$ cat config.mk
export PLATFORM = sky130hd
export DESIGN_NAME = ibex_wb_queue
export DESIGN_NICKNAME = d
export VERILOG_FILES = /design/src/rtl/ibex_wb_queue.sv
export SDC_FILE = /design/constraint.sdc
export NUM_CORES = 1
export LEC_CHECK = 0
export CAP_MARGIN = 15
export CORE_MARGIN = 5
export CORE_UTILIZATION = 48
export CTS_BUF_LIST = sky130_fd_sc_hd__clkbuf_8
export CTS_CLUSTER_DIAMETER = 60
export DETAILED_ROUTE_END_ITERATION = 8
export PLACE_DENSITY = 0.84
export SETUP_SLACK_MARGIN = 0.2
export SLEW_MARGIN = 20
export SYNTH_ARGS = -nofsm -noshare
export SYNTH_HDL_FRONTEND = slang
export SYNTH_SLANG_ARGS = --single-unit
export TNS_END_PERCENT = 100
$ cat constraint.sdc
create_clock -name clk_i -period 5.39 [get_ports clk_i]
set_input_delay 1.078 -clock clk_i [delete_from_list [all_inputs] [get_ports clk_i]]
set_output_delay 1.078 -clock clk_i [all_outputs]
set_load 0.02 [all_outputs]
$ cat src/rtl/ibex_wb_queue.sv
// Multi-entry in-order writeback queue between ID/EX and the register file.
// Loads and stores wait at the head for their LSU response while ID/EX keeps
// issuing. Read ports see forwarding data or a load-use hazard taken from
// every queued entry.

package ibex_wb_pkg;
    typedef enum logic [1:0] {
        WB_INSTR_LOAD  = 2'd0,
        WB_INSTR_STORE = 2'd1,
        WB_INSTR_OTHER = 2'd2
    } wb_instr_type_e;
endpackage

module ibex_wb_queue
    import ibex_wb_pkg::*;
#(
    parameter int NumEntries = 2,
    parameter int RegAddrW   = 5,
    parameter int DataW      = 32,
    localparam int PtrW      = (NumEntries > 1) ? $clog2(NumEntries) : 1,
    localparam int CntW      = $clog2(NumEntries + 1)
) (
    input  logic                clk_i,
    input  logic                rst_i,
    input  logic                en_wb_i,
    input  wb_instr_type_e      instr_type_wb_i,
    input  logic [DataW-1:0]    pc_id_i,
    input  logic [RegAddrW-1:0] rf_waddr_id_i,
    input  logic [DataW-1:0]    rf_wdata_id_i,
    input  logic                rf_we_id_i,
    input  logic [DataW-1:0]    rf_wdata_lsu_i,
    input  logic                rf_we_lsu_i,
    input  logic                lsu_data_valid_i,
    input  logic [RegAddrW-1:0] rf_raddr_a_i,
    input  logic [RegAddrW-1:0] rf_raddr_b_i,
    output logic                ready_wb_o,
    output logic                fwd_valid_a_o,
    output logic                fwd_valid_b_o,
    output logic [DataW-1:0]    fwd_data_a_o,
    output logic [DataW-1:0]    fwd_data_b_o,
    output logic                hazard_a_o,
    output logic                hazard_b_o,
    output logic                outstanding_load_wb_o,
    output logic                outstanding_store_wb_o,
    output logic [DataW-1:0]    pc_wb_o,
    output logic                instr_done_wb_o,
    output logic [RegAddrW-1:0] rf_waddr_wb_o,
    output logic [DataW-1:0]    rf_wdata_wb_o,
    output logic                rf_we_wb_o,
    output logic [CntW-1:0]     count_o
);

    // Entry storage: only the valid bits are reset, payload is don't-care
    // until the matching valid bit is set.
    logic                valid_q [NumEntries];
    wb_instr_type_e      type_q  [NumEntries];
    logic [DataW-1:0]    pc_q    [NumEntries];
    logic [RegAddrW-1:0] waddr_q [NumEntries];
    logic [DataW-1:0]    wdata_q [NumEntries];
    logic                we_q    [NumEntries];

    logic [PtrW-1:0] head_q, tail_q;
    logic [CntW-1:0] count_q;

    logic            head_valid;
    wb_instr_type_e  head_type;
    logic            head_done;
    logic            push, pop;
    logic            queue_we, lsu_we;

    // Pointer wrap uses an explicit compare so non-power-of-two depths work.
    function automatic logic [PtrW-1:0] ptr_inc(input logic [PtrW-1:0] p);
        if (p == PtrW'(NumEntries - 1)) return '0;
        return p + 1'b1;
    endfunction

    // Youngest matching writer wins: walk from head towards tail so later
    // (younger) hits overwrite earlier ones. Result is {hazard, fwd_valid, data}.
    function automatic logic [DataW+1:0] fwd_lookup(input logic [RegAddrW-1:0] raddr);
        logic             hit;
        logic             is_load;
        logic [DataW-1:0] data;
        int               idx;
        logic [PtrW-1:0]  sel;
        hit     = 1'b0;
        is_load = 1'b0;
        data    = '0;
        for (int k = 0; k < NumEntries; k++) begin
            idx = int'(head_q) + k;
            if (idx >= NumEntries) idx = idx - NumEntries;
            sel = PtrW'(idx);
            if (valid_q[sel] && (waddr_q[sel] == raddr) && (raddr != '0) &&
                (we_q[sel] || (type_q[sel] == WB_INSTR_LOAD))) begin
                hit     = 1'b1;
                is_load = (type_q[sel] == WB_INSTR_LOAD);
                data    = wdata_q[sel];
            end
        end
        // A load match never forwards: its data only exists on the LSU side.
        return {hit & is_load, hit & ~is_load, (hit & ~is_load) ? data : '0};
    endfunction

    assign head_valid = valid_q[head_q];
    assign head_type  = type_q[head_q];
    assign head_done  = head_valid &
                        ((head_type == WB_INSTR_OTHER) | lsu_data_valid_i);

    assign ready_wb_o = (count_q < CntW'(NumEntries)) | head_done;
    assign push       = en_wb_i & ready_wb_o;
    assign pop        = head_done;

    assign instr_done_wb_o = head_valid & head_done;
    assign pc_wb_o         = head_valid ? pc_q[head_q] : '0;
    assign count_o         = count_q;

    // Two RF write sources; types are exclusive so they never overlap.
    assign queue_we = head_valid & (head_type == WB_INSTR_OTHER) & we_q[head_q];
    assign lsu_we   = head_valid & (head_type == WB_INSTR_LOAD) & rf_we_lsu_i;

    // RF write port mux: queue result first, LSU load data otherwise.
    always_comb begin
        rf_waddr_wb_o = '0;
        rf_wdata_wb_o = '0;
        rf_we_wb_o    = 1'b0;
        if (head_valid) begin
            rf_waddr_wb_o = waddr_q[head_q];
            if (queue_we) begin
                rf_wdata_wb_o = wdata_q[head_q];
                rf_we_wb_o    = 1'b1;
            end else begin
                rf_wdata_wb_o = rf_wdata_lsu_i;
                rf_we_wb_o    = lsu_we;
            end
        end
    end

    // Per-port forwarding and load-use hazard detection.
    always_comb begin
        {hazard_a_o, fwd_valid_a_o, fwd_data_a_o} = fwd_lookup(rf_raddr_a_i);
        {hazard_b_o, fwd_valid_b_o, fwd_data_b_o} = fwd_lookup(rf_raddr_b_i);
    end

    // Outstanding memory operations anywhere in the queue.
    always_comb begin
        outstanding_load_wb_o  = 1'b0;
        outstanding_store_wb_o = 1'b0;
        for (int i = 0; i < NumEntries; i++) begin
            if (valid_q[i] && type_q[i] == WB_INSTR_LOAD)  outstanding_load_wb_o  = 1'b1;
            if (valid_q[i] && type_q[i] == WB_INSTR_STORE) outstanding_store_wb_o = 1'b1;
        end
    end

    // Control state: valid bits, pointers and occupancy. The pop clears
    // first so a full-queue push into the same slot wins.
    always_ff @(posedge clk_i or posedge rst_i) begin
        if (rst_i) begin
            for (int i = 0; i < NumEntries; i++) valid_q[i] <= 1'b0;
            head_q  <= '0;
            tail_q  <= '0;
            count_q <= '0;
        end else begin
            if (pop) begin
                valid_q[head_q] <= 1'b0;
                head_q          <= ptr_inc(head_q);
            end
            if (push) begin
                valid_q[tail_q] <= 1'b1;
                tail_q          <= ptr_inc(tail_q);
            end
            unique case ({push, pop})
                2'b10:   count_q <= count_q + 1'b1;
                2'b01:   count_q <= count_q - 1'b1;
                default: count_q <= count_q;
            endcase
        end
    end

    // Payload capture at the tail slot; no reset needed.
    always_ff @(posedge clk_i) begin
        if (push) begin
            type_q[tail_q]  <= instr_type_wb_i;
            pc_q[tail_q]    <= pc_id_i;
            waddr_q[tail_q] <= rf_waddr_id_i;
            wdata_q[tail_q] <= rf_wdata_id_i;
            we_q[tail_q]    <= rf_we_id_i;
        end
    end

    // An LSU response is only meaningful for a load/store at the head.
    lsu_resp_at_mem_head: assert property (@(posedge clk_i) disable iff (rst_i)
        lsu_data_valid_i |-> (head_valid && head_type != WB_INSTR_OTHER));

    // Queue result and LSU result must never drive the RF together.
    rf_single_source: assert property (@(posedge clk_i) disable iff (rst_i)
        !(queue_we && lsu_we));

endmodule

Yosys cells after proc, flatten, opt, wreduce, memory -nomap -nowiden
Memory sizes are Yosys's and may differ from the RTL's.
Index checks and enable logic that the tools add are counted.
{"block": "op_classes", "bitwise_logic": 22, "eq_ne": 9, "magnitude_cmp": 9, "addsub": 7, "reduce_logical": 28, "mux": 52}
{"operator": "32-bit 2-to-1 mux", "count": 9}
{"operator": "1-bit 2-to-1 mux", "count": 37}
{"operator": "5-bit == test", "count": 4}
{"operator": "1-bit logical AND", "count": 18}
{"operator": "1-bit bitwise AND", "count": 11}
{"operator": "2-bit greater-or-equal comparator, second input constant", "count": 5}
{"operator": "2-bit zero test", "count": 5}
{"operator": "5-bit nonzero test", "count": 2}
{"operator": "1-bit inverter with 2-bit output", "count": 4}
{"operator": "2-bit by 1-bit == test with 1-bit output, second input constant", "count": 3}
{"operator": "5-bit 2-to-1 mux", "count": 1}
{"operator": "2-bit == test, second input constant", "count": 2}
{"operator": "2-bit by 1-bit less-than comparator with 1-bit output, second input constant", "count": 2}
{"operator": "2-bit 2-to-1 mux", "count": 2}
{"operator": "2-bit one-hot mux with 2 select lines", "count": 1}
{"operator": "1-bit adder, second input constant", "count": 2}
{"operator": "1-bit by 1-bit adder with 2-bit output, second input constant", "count": 1}
{"operator": "2-bit by 1-bit adder with 2-bit output, second input constant", "count": 1}
{"operator": "2-bit bitwise AND", "count": 1}
{"operator": "1-bit demux with 1-bit select", "count": 2}
{"operator": "1-bit by 2-bit greater-or-equal comparator with 1-bit output, second input constant", "count": 1}
{"operator": "1-bit logical OR", "count": 2}
{"operator": "2-bit less-than comparator, second input constant", "count": 1}
{"operator": "1-bit inverter", "count": 2}
{"operator": "other kinds (6)", "count": 8}
{"block": "totals", "ram_bits": 144, "elab_cells": 137, "mem_count": 5, "reg_bits": 6, "output_inout_bits": 144, "in_bits": 119}
{"memory": "pc_q", "depth": 2, "width": 32, "rd": 1, "rd_ports_with_merged_regs": 0, "write_ports": 1, "line": "57", "source": "logic [DataW-1:0] pc_q [NumEntries];"}
{"memory": "wdata_q", "depth": 2, "width": 32, "rd": 3, "rd_ports_with_merged_regs": 0, "write_ports": 1, "line": "59", "source": "logic [DataW-1:0] wdata_q [NumEntries];"}
{"memory": "waddr_q", "depth": 2, "width": 5, "rd": 3, "rd_ports_with_merged_regs": 0, "write_ports": 1, "line": "58", "source": "logic [RegAddrW-1:0] waddr_q [NumEntries];"}
{"memory": "type_q", "depth": 2, "width": 2, "rd": 5, "rd_ports_with_merged_regs": 0, "write_ports": 1, "line": "56", "source": "wb_instr_type_e type_q [NumEntries];"}
{"memory": "we_q", "depth": 2, "width": 1, "rd": 3, "rd_ports_with_merged_regs": 0, "write_ports": 1, "line": "60", "source": "logic we_q [NumEntries];"}

Depth between registers and ports, before layout
Gate-level depths: netlist (run 1).
{"block": "depth", "depth_word": 14, "ltp_mapped": 11, "mapped_depth_nobuf": 9}

Least setup slack after synthesis (run 1)
Ideal clock, no wire load.
{"block": "synth_timing", "path_type": "in2reg", "startpoint": "in lsu_data_valid_i", "endpoint": "mem pc_q[0][0] (enable)", "setup_ns": 0.503, "stages": 4, "required_ns": 4.887, "arrival_time_ns": 5.029, "path_slack_ns": -0.142, "n_path_buf": 0, "path_cell_list": "a211oi_1 -> o21ai_0 -> nand2_1 -> nor2_1"}
{"block": "synth_between", "elab_chain_cells": 6}
{"element": "from (decl)", "line": "33", "source": "input logic lsu_data_valid_i,"}
{"element": "1-bit bitwise OR", "line": "106", "source": "((head_type == WB_INSTR_OTHER) | lsu_data_valid_i);"}
{"element": "1-bit bitwise AND", "line": "105", "source": "assign head_done = head_valid &"}
{"element": "1-bit bitwise OR", "line": "108", "source": "assign ready_wb_o = (count_q < CntW'(NumEntries)) | head_done;"}
{"element": "named net ready_wb_o", "line": "36", "source": "output logic ready_wb_o,"}
{"element": "1-bit bitwise AND", "line": "109", "source": "assign push = en_wb_i & ready_wb_o;"}
{"element": "1-bit 2-to-1 mux", "line": "180", "source": "if (push) begin"}
{"element": "1-bit 2-to-1 mux (not written as such)", "line": "182", "source": "pc_q[tail_q] <= pc_id_i;"}
{"element": "to (decl)", "line": "57"}
The timed path passes the listed nets, and every way through them passes these cells.

Final worst setup path (run 1)
{"block": "layout_timing", "startpoint": "in rf_raddr_b_i[1]", "endpoint": "out fwd_data_b_o[0]"}
{"block": "layout_between", "elab_chain_cells": 9, "word_cells_on_any_way": 18, "classes_between": "2 x eq/ne; 7 x mux; 2 x bitwise; 7 x reduce/logical"}
{"element": "from (decl)", "line": "35", "source": "input logic [RegAddrW-1:0] rf_raddr_b_i,"}
{"element": "5-bit == test", "line": "92", "source": "if (valid_q[sel] && (waddr_q[sel] == raddr) && (raddr != '0) &&"}
{"element": "1-bit logical AND (3 in a row)", "line": "92"}
{"element": "1-bit 2-to-1 mux (2 in a row)", "line": "92"}
{"element": "1-bit inverter", "line": "100", "source": "return {hit & is_load, hit & ~is_load, (hit & ~is_load) ? data : '0};"}
{"element": "1-bit bitwise AND", "line": "100"}
{"element": "32-bit 2-to-1 mux (*)", "line": "100"}
{"element": "to (decl)", "line": "40", "source": "output logic [DataW-1:0] fwd_data_b_o,"}
Mark *: on every way between the ends. The rest lies on a longest branch, timed or not.

==> results.cfg, run 1 <==
[critical_path]
timing.setup.critical_path_class = primary input to output pin
worst-path-max-fanout = 36
timing.critical_path.required_ps = 4310
cp_data_arrival_time_ps = 3990
timing.critical_path.from = rf_raddr_b_i[1]
r2r_start = head_q
setup.reg_to_reg.worst_slack_ps = 2120
cp-start-kind = primary input
end_kind = output pin
reg2regPathDepth = 5
critical_path.reg2reg.endpoint = wdata_q[1][23]

[routing]
routed-via-count = 7067
wire_per_inst_microns = 20.9
drc = 0
drtPass1Iterations = 7
wl_mm = 24.0
drt-vias-per-instance = 6.16
antenna_violating_nets_post_route = 0
initialDrtViolationCount = 509

[global_routing]
grt_antenna_before_repair = 0
grt_max_degree = 74
grt_first_pass_wirelength_mm = 37.3
grt_pass1_vias = 6915
grt_overflow = 0
grt_use_total_pct = 23.6

[timing]
timing.fmax_mhz = 197
rsz0062_at_grt = false
timing_max_transition_violations_final = 0
timing.clock.skew_ps = 11.7
finalCriticalPeriod_ps = 5060
max_slew.worst_pin.slew_ps = 1050
finalHoldViolCount = 0
timing.setup.tns_ps = 0
setup_viols_final = 0
relSlewSlack_pct = 29.7
finalCritPeriodShare_pct = 93.9

[power]
pwr-share-comb_pct = 51.5
share_of_total_power_in_sequential_cells_pct = 33.7
static-leakage-power_uw = 0.00440
power_frac_clock_pct = 14.9
irDropWorstVdd_mv = 0.317
switching_share_pct = 41.4
p_int_uw = 3180
power.density_mw_per_mm2 = 470
power.net_switching_uw = 2250

[floorplanning]
placementRows = 48
core_sq_mm = 0.0171
initial_util_pct = 48.3
die_width_microns = 141
dieHeight_microns = 141
floorplan.io_pins = 263
fp.dieArea_sq_mm = 0.0199

[final_layout]
diodes_inserted = 0
area.growth.synth_to_final_pct = 39.6
layout_commonest_cell = clkdlybuf4s50_1
final_nets = 1031
layout_common_cells = clkdlybuf4s50_1, edfxtp_1, a221oi_1
layout-drive-gt1-share_pct = 8.56
postLayoutCellArea_sq_mm = 0.0115

[clocking]
clk_latency_ps = 450
cts_tree = done
tritoncts_num_sinks = 150
clock_path_buffers = 2
cts_made_buffers = 17
cts.clk_slew.worst_paths_ps = 80
clock_tree.root_cell = clkbuf_8
h-tree-depth = 4
post-cts-setup-buffer-count = 0

[placement]
place_area_sq_mm = 0.0111
numPortBuffers = 262
gp_routability_congestion = 0.825
hpwlAfterDp_mm = 16.2

[synthesis]
synth.top_cells.by_area = edfxtp_1, a221oi_1, mux2i_1
synth_top_flop_cell = edfxtp_1
synthesized_area_fraction_occupied_by_adder_cells_pct = 0.151
synth-compound-area-share_pct = 19.8
synth_xor_xnor_area_share_pct = 2.33
synth.lib_cells_used.distinct = 48
postSynthAreaPerCell_sq_um = 12.1
synthesis.area_sq_mm = 0.00827
synth.mux.area_fraction_pct = 9.41
synth_top_family_by_area = compound AO/OA/AOI/OAI gates
number_of_synthesized_flops_with_an_enable_pin = 144
synth_nets = 803
synthCells = 683
share_of_flip_flops_with_an_asynchronous_set_or_reset_pct = 4.00
synth-seq-cells = 150
basic_gate_share_of_the_synthesized_area_counting_and_or_nand_and_nor_cells_pct = 9.40
synth_top_area_cell = edfxtp_1
seq_area_frac_synth_pct = 54.1
post_synth_top_area_share_pct = 52.3
ys_warn_count = 0

[hold_path]
worst_hold_startpoint = count_o[1]
hold-path-cell-count = 1
worst_hold_path.endpoint = count_o[1]
hold_path.class = flop to flop

[status]
run_status = finished, final reports clean

[run]
max_cap_violations = 0
-- final cells by class --
cell class | instances | area, sq um
fillers | 1266 | 5580
flip-flops and latches | 150 | 4480
multi-input cells | 451 | 3440
repair buffers | 283 | 2950
well taps | 225 | 282
clock buffers | 17 | 234
clock inverters | 14 | 129
inverters | 8 | 30.0
-- per-layer routing --
layer	global-route usage [%]	vias up	wire [microns]	share of wire [%]
li1	-	3250	-	-
met1	29.2	3467	9430	39
met2	39.6	313	11900	50
met3	7.60	37	2160	9.0
met4	7.14	0	533	2.2
met5	0	-	0	0
-- metrics by stage --
step	util, %	hold WS, ps	worst slack (ps)	std cells	total power [uW]
final	67.4	519	327	1148	5420
after global placement	64.9	485	190	1117	4580
after floorplan	-	493	1060	683	3590
after global routing	67.4	554	203	1148	5750
after detailed placement	64.9	508	159	1117	4650
after CTS	67.0	526	202	1148	5460
-- synthesized netlist by cell type (3+ instances only) --
cell type	n
nor3_1	68
edfxtp_1	144
mux2i_1	71
nand2_1	5
inv_1	8
a211oi_1	34
nor2b_1	3
buf_1	5
buf_4	6
nand2b_1	3
clkbuf_1	37
buf_6	5
dfrtp_1	6
xor2_1	7
a21oi_1	4
a221oi_1	118
xnor2_1	15
and2_1	3
nor2_1	74
buf_2	20
o21ai_0	5
a221oi_2	10
-- cell families after synthesis --
family,after synthesis
muxes,75
AOI/OAI and AO/OA,186
xor gates and xnor gates,22
DFF,150
buffers and inverters,82
adders and majority gates,1
and+or+nand+nor,167
-- worst max path at each step --
| stage | cells past startpoint | to |
|---|---|---|
| 2_1_floorplan | 4 | pc_q[0][0] |
| 3_3_place_gp | 10 | fwd_data_a_o[0] |
| 3_5_place_dp | 10 | fwd_data_a_o[0] |
| 4_1_cts | 10 | fwd_data_a_o[11] |
| 5_1_grt | 9 | fwd_data_b_o[31] |
| 6_report | 9 | fwd_data_b_o[0] |
-- sequential cells by signal, indices dropped and copies added, names as in the netlist --
register  count
count_o       2
head_q        1
pc_q         64
tail_q        1
type_q        4
valid_q       2
waddr_q      10
wdata_q      64
we_q          2
-- critical path, cell delays in order --
cell	delay [ps]
clkdlybuf4s50_1	550
nor4_1	100
or3_1	310
a211o_1	310
a211oi_4	350
buf_12	250
a221oi_1	100
nor3_1	230
clkdlybuf4s50_1	670
-- power by group through the flow --
stage | clock network (uW) | registers (uW) | logic [uW]
3_5_place_dp | 0 | 1850 | 2800
4_1_cts | 823 | 1820 | 2810
6_report | 806 | 1830 | 2790
2_1_floorplan | 0 | 1780 | 1810
3_3_place_gp | 0 | 1830 | 2760
5_1_grt | 878 | 1860 | 3010
-- timing repair --
action,in CTS,in global routing
resized for setup,8,26
hold buffers,0,0
endpoints found under the setup margin,8,56
pin swaps,0,1
(Power assumes the default switching activity.)
==> run 2, diff against run 1 <==
--- a/config.mk
+++ b/config.mk
@@ -7,11 +7,11 @@
 export LEC_CHECK = 0
 export CAP_MARGIN = 15
 export CORE_MARGIN = 5
-export CORE_UTILIZATION = 48
+export CORE_UTILIZATION = 52
 export CTS_BUF_LIST = sky130_fd_sc_hd__clkbuf_8
 export CTS_CLUSTER_DIAMETER = 60
 export DETAILED_ROUTE_END_ITERATION = 8
-export PLACE_DENSITY = 0.84
+export PLACE_DENSITY = 0.9
 export SETUP_SLACK_MARGIN = 0.2
 export SLEW_MARGIN = 20
 export SYNTH_ARGS = -nofsm -noshare
==> constraint.sdc (replaced) <==
create_clock -name clk_i -period 6.5 [get_ports clk_i]
set_input_delay 1.3 -clock clk_i [delete_from_list [all_inputs] [get_ports clk_i]]
set_output_delay 1.3 -clock clk_i [all_outputs]
set_load 0.02 [all_outputs]
==> run 2 against run 1 <==
Net effect: highest routed layer is now met5; die area shrank 7.2%; final cell count decreased by 0.96%; global-route usage grew 3.0 points.
==> results.cfg, run 2 (same netlist as run 1, synthesis figures left out) <==
[status]
run_status = finished, final reports clean

[timing]
timing.fmax_mhz = 172
relSlewSlack_pct = 28.3
setup_viols_final = 0
timing.setup.tns_ps = 0
finalCritPeriodShare_pct = 89.4
finalCriticalPeriod_ps = 5810
timing.clock.skew_ps = 18.2
timing_max_transition_violations_final = 0
max_slew.worst_pin.slew_ps = 1080
rsz0062_at_grt = false
finalHoldViolCount = 0

[floorplanning]
fp.dieArea_sq_mm = 0.0185
placementRows = 46
core_sq_mm = 0.0157
initial_util_pct = 52.6
floorplan.io_pins = 263
die_width_microns = 136
dieHeight_microns = 136

[routing]
initialDrtViolationCount = 557
drc = 0
routed-via-count = 7203
drt-vias-per-instance = 6.34
wire_per_inst_microns = 22.1
drtPass1Iterations = 5
antenna_violating_nets_post_route = 0
wl_mm = 25.1

[global_routing]
grt_max_degree = 74
grt_antenna_before_repair = 1
grt_first_pass_wirelength_mm = 38.1
grt_overflow = 0
grt_use_total_pct = 26.6
grt_pass1_vias = 7252

[clocking]
clock_path_buffers = 2
clk_latency_ps = 460
ctsResizeCount = 0
tritoncts_num_sinks = 150
h-tree-depth = 4
cts.clk_slew.worst_paths_ps = 90
post_cts_hold_buffer_count = 0
clock_tree.root_cell = clkbuf_8
cts_made_buffers = 17
post-cts-setup-buffer-count = 0
cts_tree = done

[final_layout]
postLayoutCoreUtil_pct = 72.3
postLayoutCellArea_sq_mm = 0.0114
layout_common_cells = clkdlybuf4s50_1, edfxtp_1, a221oi_1
layout-drive-gt1-share_pct = 8.37
final_nets = 1028
n_fill_cell = 1054
area.growth.synth_to_final_pct = 37.4
reg_top3 = pc_q x64, wdata_q x64, waddr_q x10
layout_commonest_cell = clkdlybuf4s50_1

[critical_path]
slowest_delay_ps = 700
critPathSlowestCell = clkdlybuf4s50_1
worst-path-max-fanout = 65
timing.setup.critical_path_class = primary input to output pin
timing.critical_path.from = rf_raddr_a_i[1]
cp-start-kind = primary input
critical_path_buf_inv_count = 3
crit_family = buffers and inverters
r2r_start = head_q
cp_data_arrival_time_ps = 4510
end_kind = output pin
crit_path_cell_trace = clkdlybuf4s50_1 > or4_1 > nor2_1 > nor3_1 > a2111oi_4 > buf_12 > a221oi_1 > nor3_1 > clkdlybuf4s50_1
timing.critical_path.required_ps = 5200

[placement]
gp_routability_congestion = 0.812
numPortBuffers = 262
place_area_sq_mm = 0.0110
hpwlAfterDp_mm = 16.9

[power]
irDropWorstVdd_mv = 0.280
power.density_mw_per_mm2 = 397
static-leakage-power_uw = 0.00385

[hold_path]
hold_path.class = flop to flop
worst_hold_startpoint = count_o[1]

[run]
max_cap_violations = 0
run 2: changes by cell type in the layout (fill, tap and decap cells not counted), sizes merged:
cell           before  now
buf                21   18
bufinv              1    0
clkdlybuf4s50     229  262
clkinv              5    3
diode               0    1
dlygate4sd2         8    0
dlymetal6s2s       25    0
inv                14   17
run 2: per-stage QoR:
step,total power [uW],hold WS [ps],setup slack (ps),instances
2_1_floorplan,2980,476,746,683
3_3_place_gp,3780,474,711,1105
3_5_place_dp,3850,490,702,1105
4_1_cts,4520,504,701,1136
5_1_grt,4750,525,540,1136
6_report,4510,507,689,1137
run 2: final cells by class:
type	instances	area, sq um	share of cell area, %
well taps	216	270	2.38
flip-flops and latches	150	4480	39.4
diodes	1	2.50	0.0220
clock inverters	14	115	1.01
multi-input cells	451	3430	30.2
inverters	8	30.0	0.264
clock buffers	17	234	2.06
repair buffers	280	2800	24.6
run 2: routing by layer:
metal	share of wire [%]	GRT usage, %	up-vias
li1	-	-	3244
met1	37	30.9	3521
met2	50	45.2	383
met3	10	10.1	53
met4	2.4	8.79	2
met5	0.052	0	-
run 2: worst paths after layout:
kind	cells after the start	endpoint	slack [ps]
worst max-delay path	9	fwd_data_a_o[27]	690
worst min-delay path	1	count_o[1]	510
worst max register to register	8	pc_q[0][17]	2190
worst min register to register	1	count_o[1]	510
max in group asynchronous	2	head_q	5230
min in group asynchronous	2	valid_q[0]	1040
run 2: power by group:
part,switching (uW),total (uW),internal [uW]
Sequential,219,1550,1330
Clock,390,663,273
Combinational,1300,2290,994
run 2: worst register-to-register path, cell delays in order, from the launching register on:
cell and delay, ps:
dfrtp_4 720, inv_2 500, buf_4 570, and3_1 290
a211oi_1 80, o21ai_0 370, nand2_1 240, nor2_4 380
buf_4 760
